<file path="src/rtl/gcd_arb_pkg.sv">
// gcd_arb_pkg
// Shared definitions for the GCD request arbiter:
//   - default requester count and operand width
//   - 2-bit arbiter state encoding (IDLE, ISSUE, BUSY, RESP)
package gcd_arb_pkg;

    localparam int NREQ_DEFAULT = 4;
    localparam int W_DEFAULT    = 16;

    typedef enum logic [1:0] {
        IDLE  = 2'd0,
        ISSUE = 2'd1,
        BUSY  = 2'd2,
        RESP  = 2'd3
    } arb_state_e;

endpackage

</file>
<file path="src/rtl/gcd_req_arbiter_rr_priority_picker.sv">
// rr_priority_picker
// Round-robin search over a request vector: the first set bit found when
// scanning rr_ptr_i, rr_ptr_i+1, ... (wrapping modulo NREQ) wins.
// Ports:
//   valid_i  [NREQ-1:0]  request vector
//   rr_ptr_i [IW-1:0]    position where the search starts (must be < NREQ)
//   grant_o  [NREQ-1:0]  one-hot winner (zero when nothing is requested)
//   idx_o    [IW-1:0]    binary index of the winner
//   any_o                at least one request present
module rr_priority_picker
    import gcd_arb_pkg::*;
#(
    parameter int NREQ = NREQ_DEFAULT,
    parameter int IW   = 2
) (
    input  logic [NREQ-1:0] valid_i,
    input  logic [IW-1:0]   rr_ptr_i,
    output logic [NREQ-1:0] grant_o,
    output logic [IW-1:0]   idx_o,
    output logic            any_o
);

    // One extra bit so rr_ptr + offset never overflows before the wrap.
    localparam logic [IW:0] NREQ_V = (IW+1)'(NREQ);

    logic [IW:0] pos;

    always_comb begin
        grant_o = '0;
        idx_o   = '0;
        any_o   = 1'b0;
        pos     = '0;
        for (int k = 0; k < NREQ; k++) begin
            pos = {1'b0, rr_ptr_i} + (IW+1)'(k);
            if (pos >= NREQ_V) begin
                pos = pos - NREQ_V;
            end
            if (!any_o && valid_i[pos[IW-1:0]]) begin
                any_o                 = 1'b1;
                idx_o                 = pos[IW-1:0];
                grant_o[pos[IW-1:0]]  = 1'b1;
            end
        end
    end

endmodule

</file>
<file path="src/rtl/gcd_req_arbiter.sv">
// gcd_req_arbiter
// Shares one external GCD unit between NREQ requesters. A round-robin
// winner is accepted in IDLE, its operands are handed to the GCD unit with
// a one-cycle start pulse (ISSUE), the arbiter waits for the unit (BUSY) and
// then presents the result to the owning requester until it is consumed
// (RESP). Only one request is in flight at a time.
//
// Optional build macro: GCD_ARB_ZERO_BYPASS_EN
//   When defined, a request with a zero operand skips the GCD unit and
//   answers directly with req_a | req_b (which equals the GCD in that case).
//
// Ports:
//   clk, reset            clock, synchronous active-high reset
//   req_valid [NREQ]      per-requester operand valid
//   req_a, req_b [NREQ*W] packed operands, slice i = [i*W +: W]
//   req_ready [NREQ]      one-hot accept (IDLE only)
//   resp_valid [NREQ]     one-hot result valid to the owner
//   resp_result [W]       shared result bus, zero when no result is shown
//   resp_taken [NREQ]     per-requester result consume
//   gcd_a, gcd_b [W]      operands to the GCD unit
//   gcd_input_available   start pulse to the GCD unit
//   gcd_result_rdy        GCD unit done
//   gcd_result [W]        GCD unit result
//   gcd_result_taken      releases the GCD unit
module gcd_req_arbiter
    import gcd_arb_pkg::*;
#(
    parameter int NREQ = NREQ_DEFAULT,
    parameter int W    = W_DEFAULT
) (
    input  logic            clk,
    input  logic            reset,
    input  logic [NREQ-1:0] req_valid,
    input  logic [NREQ*W-1:0] req_a,
    input  logic [NREQ*W-1:0] req_b,
    output logic [NREQ-1:0] req_ready,
    output logic [NREQ-1:0] resp_valid,
    output logic [W-1:0]    resp_result,
    input  logic [NREQ-1:0] resp_taken,
    output logic [W-1:0]    gcd_a,
    output logic [W-1:0]    gcd_b,
    output logic            gcd_input_available,
    input  logic            gcd_result_rdy,
    input  logic [W-1:0]    gcd_result,
    output logic            gcd_result_taken
);

    localparam int IW = $clog2(NREQ);

    arb_state_e      state_q, state_d;
    logic [IW-1:0]   rr_ptr_q, rr_ptr_d;
    logic [IW-1:0]   id_q, id_d;
    logic [W-1:0]    a_q, a_d;
    logic [W-1:0]    b_q, b_d;
    logic [W-1:0]    res_q, res_d;

    logic [NREQ-1:0] pick_grant;
    logic [IW-1:0]   pick_idx;
    logic            pick_any;
    logic [W-1:0]    sel_a, sel_b;
    logic [IW-1:0]   rr_next;

    rr_priority_picker #(
        .NREQ (NREQ),
        .IW   (IW)
    ) u_picker (
        .valid_i  (req_valid),
        .rr_ptr_i (rr_ptr_q),
        .grant_o  (pick_grant),
        .idx_o    (pick_idx),
        .any_o    (pick_any)
    );

    // Operand slices of the current round-robin winner.
    always_comb begin
        sel_a = '0;
        sel_b = '0;
        for (int i = 0; i < NREQ; i++) begin
            if (pick_idx == IW'(i)) begin
                sel_a = req_a[i*W +: W];
                sel_b = req_b[i*W +: W];
            end
        end
    end

    assign rr_next = (pick_idx == IW'(NREQ-1)) ? '0 : pick_idx + IW'(1);

    always_comb begin
        state_d             = state_q;
        rr_ptr_d            = rr_ptr_q;
        id_d                = id_q;
        a_d                 = a_q;
        b_d                 = b_q;
        res_d               = res_q;
        req_ready           = '0;
        resp_valid          = '0;
        resp_result         = '0;
        gcd_a               = '0;
        gcd_b               = '0;
        gcd_input_available = 1'b0;
        gcd_result_taken    = 1'b0;

        case (state_q)
            IDLE: begin
                req_ready = pick_grant;
                if (pick_any) begin
                    a_d      = sel_a;
                    b_d      = sel_b;
                    id_d     = pick_idx;
                    rr_ptr_d = rr_next;
`ifdef GCD_ARB_ZERO_BYPASS_EN
                    // gcd(x, 0) = x, so a zero operand needs no GCD run.
                    if ((sel_a == '0) || (sel_b == '0)) begin
                        res_d   = sel_a | sel_b;
                        state_d = RESP;
                    end else begin
                        state_d = ISSUE;
                    end
`else
                    state_d = ISSUE;
`endif
                end
            end
            ISSUE: begin
                gcd_a               = a_q;
                gcd_b               = b_q;
                gcd_input_available = 1'b1;
                state_d             = BUSY;
            end
            BUSY: begin
                gcd_a = a_q;
                gcd_b = b_q;
                if (gcd_result_rdy) begin
                    res_d            = gcd_result;
                    gcd_result_taken = 1'b1;
                    state_d          = RESP;
                end
            end
            RESP: begin
                gcd_a            = a_q;
                gcd_b            = b_q;
                resp_valid[id_q] = 1'b1;
                resp_result      = res_q;
                // Only the owner can release the result.
                if (resp_taken[id_q]) begin
                    state_d = IDLE;
                end
            end
            default: begin
                state_d = IDLE;
            end
        endcase

        // Outputs stay quiet for the whole reset cycle, not just after it.
        if (reset) begin
            req_ready           = '0;
            resp_valid          = '0;
            resp_result         = '0;
            gcd_a               = '0;
            gcd_b               = '0;
            gcd_input_available = 1'b0;
            gcd_result_taken    = 1'b0;
        end
    end

    always_ff @(posedge clk) begin
        if (reset) begin
            state_q  <= IDLE;
            rr_ptr_q <= '0;
            id_q     <= '0;
            a_q      <= '0;
            b_q      <= '0;
            res_q    <= '0;
        end else begin
            state_q  <= state_d;
            rr_ptr_q <= rr_ptr_d;
            id_q     <= id_d;
            a_q      <= a_d;
            b_q      <= b_d;
            res_q    <= res_d;
        end
    end

endmodule

</file>
<file path="config.mk">
export PLATFORM = sky130hd
export DESIGN_NAME = gcd_req_arbiter
export DESIGN_NICKNAME = d
export VERILOG_FILES = /design/src/rtl/gcd_arb_pkg.sv /design/src/rtl/gcd_req_arbiter_rr_priority_picker.sv /design/src/rtl/gcd_req_arbiter.sv
export SDC_FILE = /design/constraint.sdc
export NUM_CORES = 1
export LEC_CHECK = 0
export CAP_MARGIN = 0
export CELL_PAD_IN_SITES_DETAIL_PLACEMENT = 1
export CELL_PAD_IN_SITES_GLOBAL_PLACEMENT = 2
export CORE_ASPECT_RATIO = 1.2
export CORE_MARGIN = 2
export CORE_UTILIZATION = 19
export DETAILED_ROUTE_END_ITERATION = 10
export PLACE_DENSITY_LB_ADDON = 0.1
export SYNTH_ARGS = -nofsm -noshare
export SYNTH_HDL_FRONTEND = slang
export SYNTH_SLANG_ARGS = --single-unit
</file>
<file path="constraint.sdc">
create_clock -name clk -period 3.4 [get_ports clk]
set_input_delay 0.51 -clock clk [delete_from_list [all_inputs] [get_ports clk]]
set_output_delay 0.51 -clock clk [all_outputs]
set_load 0.1 [all_outputs]
</file>
==> flow_summary.ini <==
[timing]
slew_headroom_pct = 25.2
whs_ps = 453
fin_skew_ps = 14.4
hold_viol = 0
rsz0062_at_grt = false
worst_slack_ps = 210
maxSlewViolCount = 0
worst_slew_pin_slew_ps = 1120
setup_viol = 0
max_freq_ghz = 0.313
finalCriticalPeriod_ps = 3190
period_share_pct = 93.8

[worst_hold_path]
hp-start = res_q[4]
hp-class = reg2reg

[clock_tree]
postCtsSetupRepairBufs = 0
cts.clk_slew.worst_paths_ps = 80
cts.path.max_buffers = 2
htreeDepth = 2
cts_resized = 0
cts.sinks = 54
cts_tree = yes
clk_latency_ps = 310
cts_buffers = 5
hold_buffers = 0
cts_root_buf = clkbuf_16

[placement]
gp_congestion = 0.795
dpl_worst_slack_ps = -239
io_buffers = 212
place_area_um2 = 7310
hpwl_um = 13400

[route]
first_pass_iters = 4
drtAntennaViolNets = 0
post-route-drc-count = 0
drt-wirelength-per-cell_um = 17.1
wirelength_um = 17200
drt_iter0_markers = 107
vias_per_cell = 4.55
num_vias = 4577

[grt]
grt.overflow.total = 0
grt_max_degree = 41
grt_pass1_vias = 4948
grt_pass1_wl_um = 26700
antenna_found_initial = 2
grt.total_usage_pct = 14.8

[worst_setup_path]
worstPathMaxFanout = 31
critical_path.startpoint = req_valid[3]
critPathMostFrequentCell = nor2b_1
crit_family = buffers and inverters
arrival_ps = 3430
required_ps = 3640
path_cells = clkdlybuf4s50_1 -> buf_4 -> mux4_2 -> nor2b_1 -> o221ai_2 -> and2_1 -> ha_1 -> buf_12 -> nor2b_1 -> a221oi_1 -> o311a_1 -> nor3_1
crit_buf_inv = 3
rrSetupSlack_ps = 270
critPathSlowestCell = clkdlybuf4s50_1
r2r_start = rr_ptr_q[0]
worstSetupStartpointType = input pin
critical_path_class = in2reg
slowest_delay_ps = 500
cp-end-kind = register

[pwr]
seq_power_share_pct = 15.4
p_int_w = 0.00315
p_per_area_nw_per_um2 = 812
pwr-share-clk_pct = 9.0
power.switching_w = 0.00293
swShare_pct = 48.2
pwr-share-comb_pct = 75.5
p_leak_nw = 2.91
irDropWorstVdd_mv = 0.400

[layout]
finish.net_count = 905
fillers = 2410
fin_area_um2 = 7480
drive_gt1_share_pct = 18.8
area_growth_syn_to_layout_pct = 82.7

[flow_run]
cap_violations = 0

[synthesis]
synth_cells = 524
synth_ff_type = dfxtp_1
ys_ff_latch = 54
ys_warn_count = 0
yosysSeqAreaShare_pct = 26.4
ys_types = 45
synth_edf_count = 0
syn_avg_cell_area_um2 = 7.82
syn-num-nets = 696
syn-cell-area_um2 = 4100
synthArstFlopShare_pct = 0

[floorplan]
dieHeight_um = 165
io_pins = 213
start_util_pct = 19.5
die_x_um = 138
die-area_um2 = 22800
core_um2 = 21000
rows = 58

[outcome]
status = finished, final reports clean
[worst reg2reg max path: cells and delay by family, from the launching register on]
family / cells / cell delay (ps)
buffers and inverters: 2 / 270
AOI/OAI and AO/OA: 3 / 650
DFF: 1 / 340
adders and majority gates: 2 / 620
and+or+nand+nor: 4 / 820
muxes: 1 / 360
[power by group through the flow]
stage / combinational (W) / clock (W) / sequential (W)
2_1_floorplan: 0.00305 / 0 / 0.000923
3_3_place_gp: 0.00455 / 0 / 0.000948
3_5_place_dp: 0.00461 / 0 / 0.000958
4_1_cts: 0.00463 / 0.000586 / 0.000945
5_1_grt: 0.00506 / 0.000607 / 0.000967
6_report: 0.00459 / 0.000548 / 0.000938
[registers in the layout (all words and copies together), names as in the netlist]
signal,flops
res_q,16
a_q,16
rr_ptr_q,2
id_q,2
b_q,16
state_q,2
[cell type report]
cell class	count	area [um2]	share of cell area, %
Clock buffer	6	129	1.72
Multi-Input combinational cell	384	2720	36.3
Antenna cell	1	2.50	0.0334
Sequential cell	54	1080	14.4
Clock inverter	2	16.3	0.217
Inverter	36	135	1.81
Timing Repair Buffer	252	3060	40.9
Tap cell	270	338	4.51
[stage by stage]
step | power (W) | TNS [ps] | cells | utilization (%)
after floorplan | 0.00398 | 0 | 524 | -
after global placement | 0.00550 | -4260 | 996 | 34.7
after detailed placement | 0.00556 | -5850 | 996 | 34.7
after CTS | 0.00616 | 0 | 1004 | 35.4
after global routing | 0.00663 | 0 | 1005 | 35.6
final | 0.00608 | 0 | 1005 | 35.6
[layer usage]
metal	vias up	share of wire, %	track usage (%)	routed length [um]
met5	-	0	0	0
met4	0	1.3	3.71	221
met3	10	8.2	5.60	1420
met2	144	50	26.3	8570
met1	2153	41	16.9	7020
li1	2270	-	-	-
[cells in the mapped netlist, types with 5 or more instances]
library cell  instances  area (um2)
a221oi_1             32         280
ha_1                 17         213
a311oi_1             21         184
and2_1               50         313
inv_1                36         135
nand2_1              72         270
nor2b_1              38         238
nor2_1               39         146
a311oi_2             10         150
a21oi_1              21         105
nor3_1                5        25.0
nand3b_1              5        37.5
clkbuf_1             39         146
a211o_1              30         263
dfxtp_1              54        1080
[layout by cell type (no fill, tap or decap), types with 2 or more instances in the layout]
cell type | synthesis | layout
a311oi_1 | 21 | 21
o21ai_0 | 2 | 2
a21oi_1 | 21 | 17
clkdlybuf4s50_1 | 0 | 152
nand2_1 | 72 | 72
nand3b_1 | 5 | 5
a211o_1 | 30 | 30
clkbuf_16 | 0 | 5
buf_12 | 0 | 63
nand2b_1 | 4 | 4
a21o_1 | 4 | 4
a221oi_1 | 32 | 31
o311a_1 | 2 | 2
and2_1 | 50 | 50
mux2i_1 | 4 | 4
inv_1 | 36 | 36
ha_1 | 17 | 14
a311oi_2 | 10 | 10
buf_4 | 2 | 35
dfxtp_1 | 54 | 54
ha_2 | 0 | 2
mux4_2 | 4 | 5
nor2b_1 | 38 | 38
nor2_2 | 0 | 2
a32oi_1 | 4 | 4
nor2_1 | 39 | 37
nor3b_2 | 0 | 2
nor3_1 | 5 | 5
a21oi_2 | 0 | 4
[final timing paths]
kind	to	cells after the start
worst max-delay path	b_q[15]	12
worst min-delay path	res_q[4]	2
worst max register to register	b_q[2]	12
worst min register to register	res_q[4]	2
[logic make-up (layout without fill, tap and decap cells)]
| logic type | count (synthesis) | count (layout) | share of synthesized area, % |
|---|---|---|---|
| muxes | 9 | 9 | 3.82 |
| adders and majority gates | 17 | 17 | 5.19 |
| and+or+nand+nor | 222 | 222 | 27.5 |
| AOI/OAI and AO/OA | 136 | 136 | 28.4 |
| DFF | 54 | 54 | 26.4 |
| other | 0 | 1 | 0 |
| buffers and inverters | 86 | 296 | 8.70 |
(Power assumes the default switching activity.)
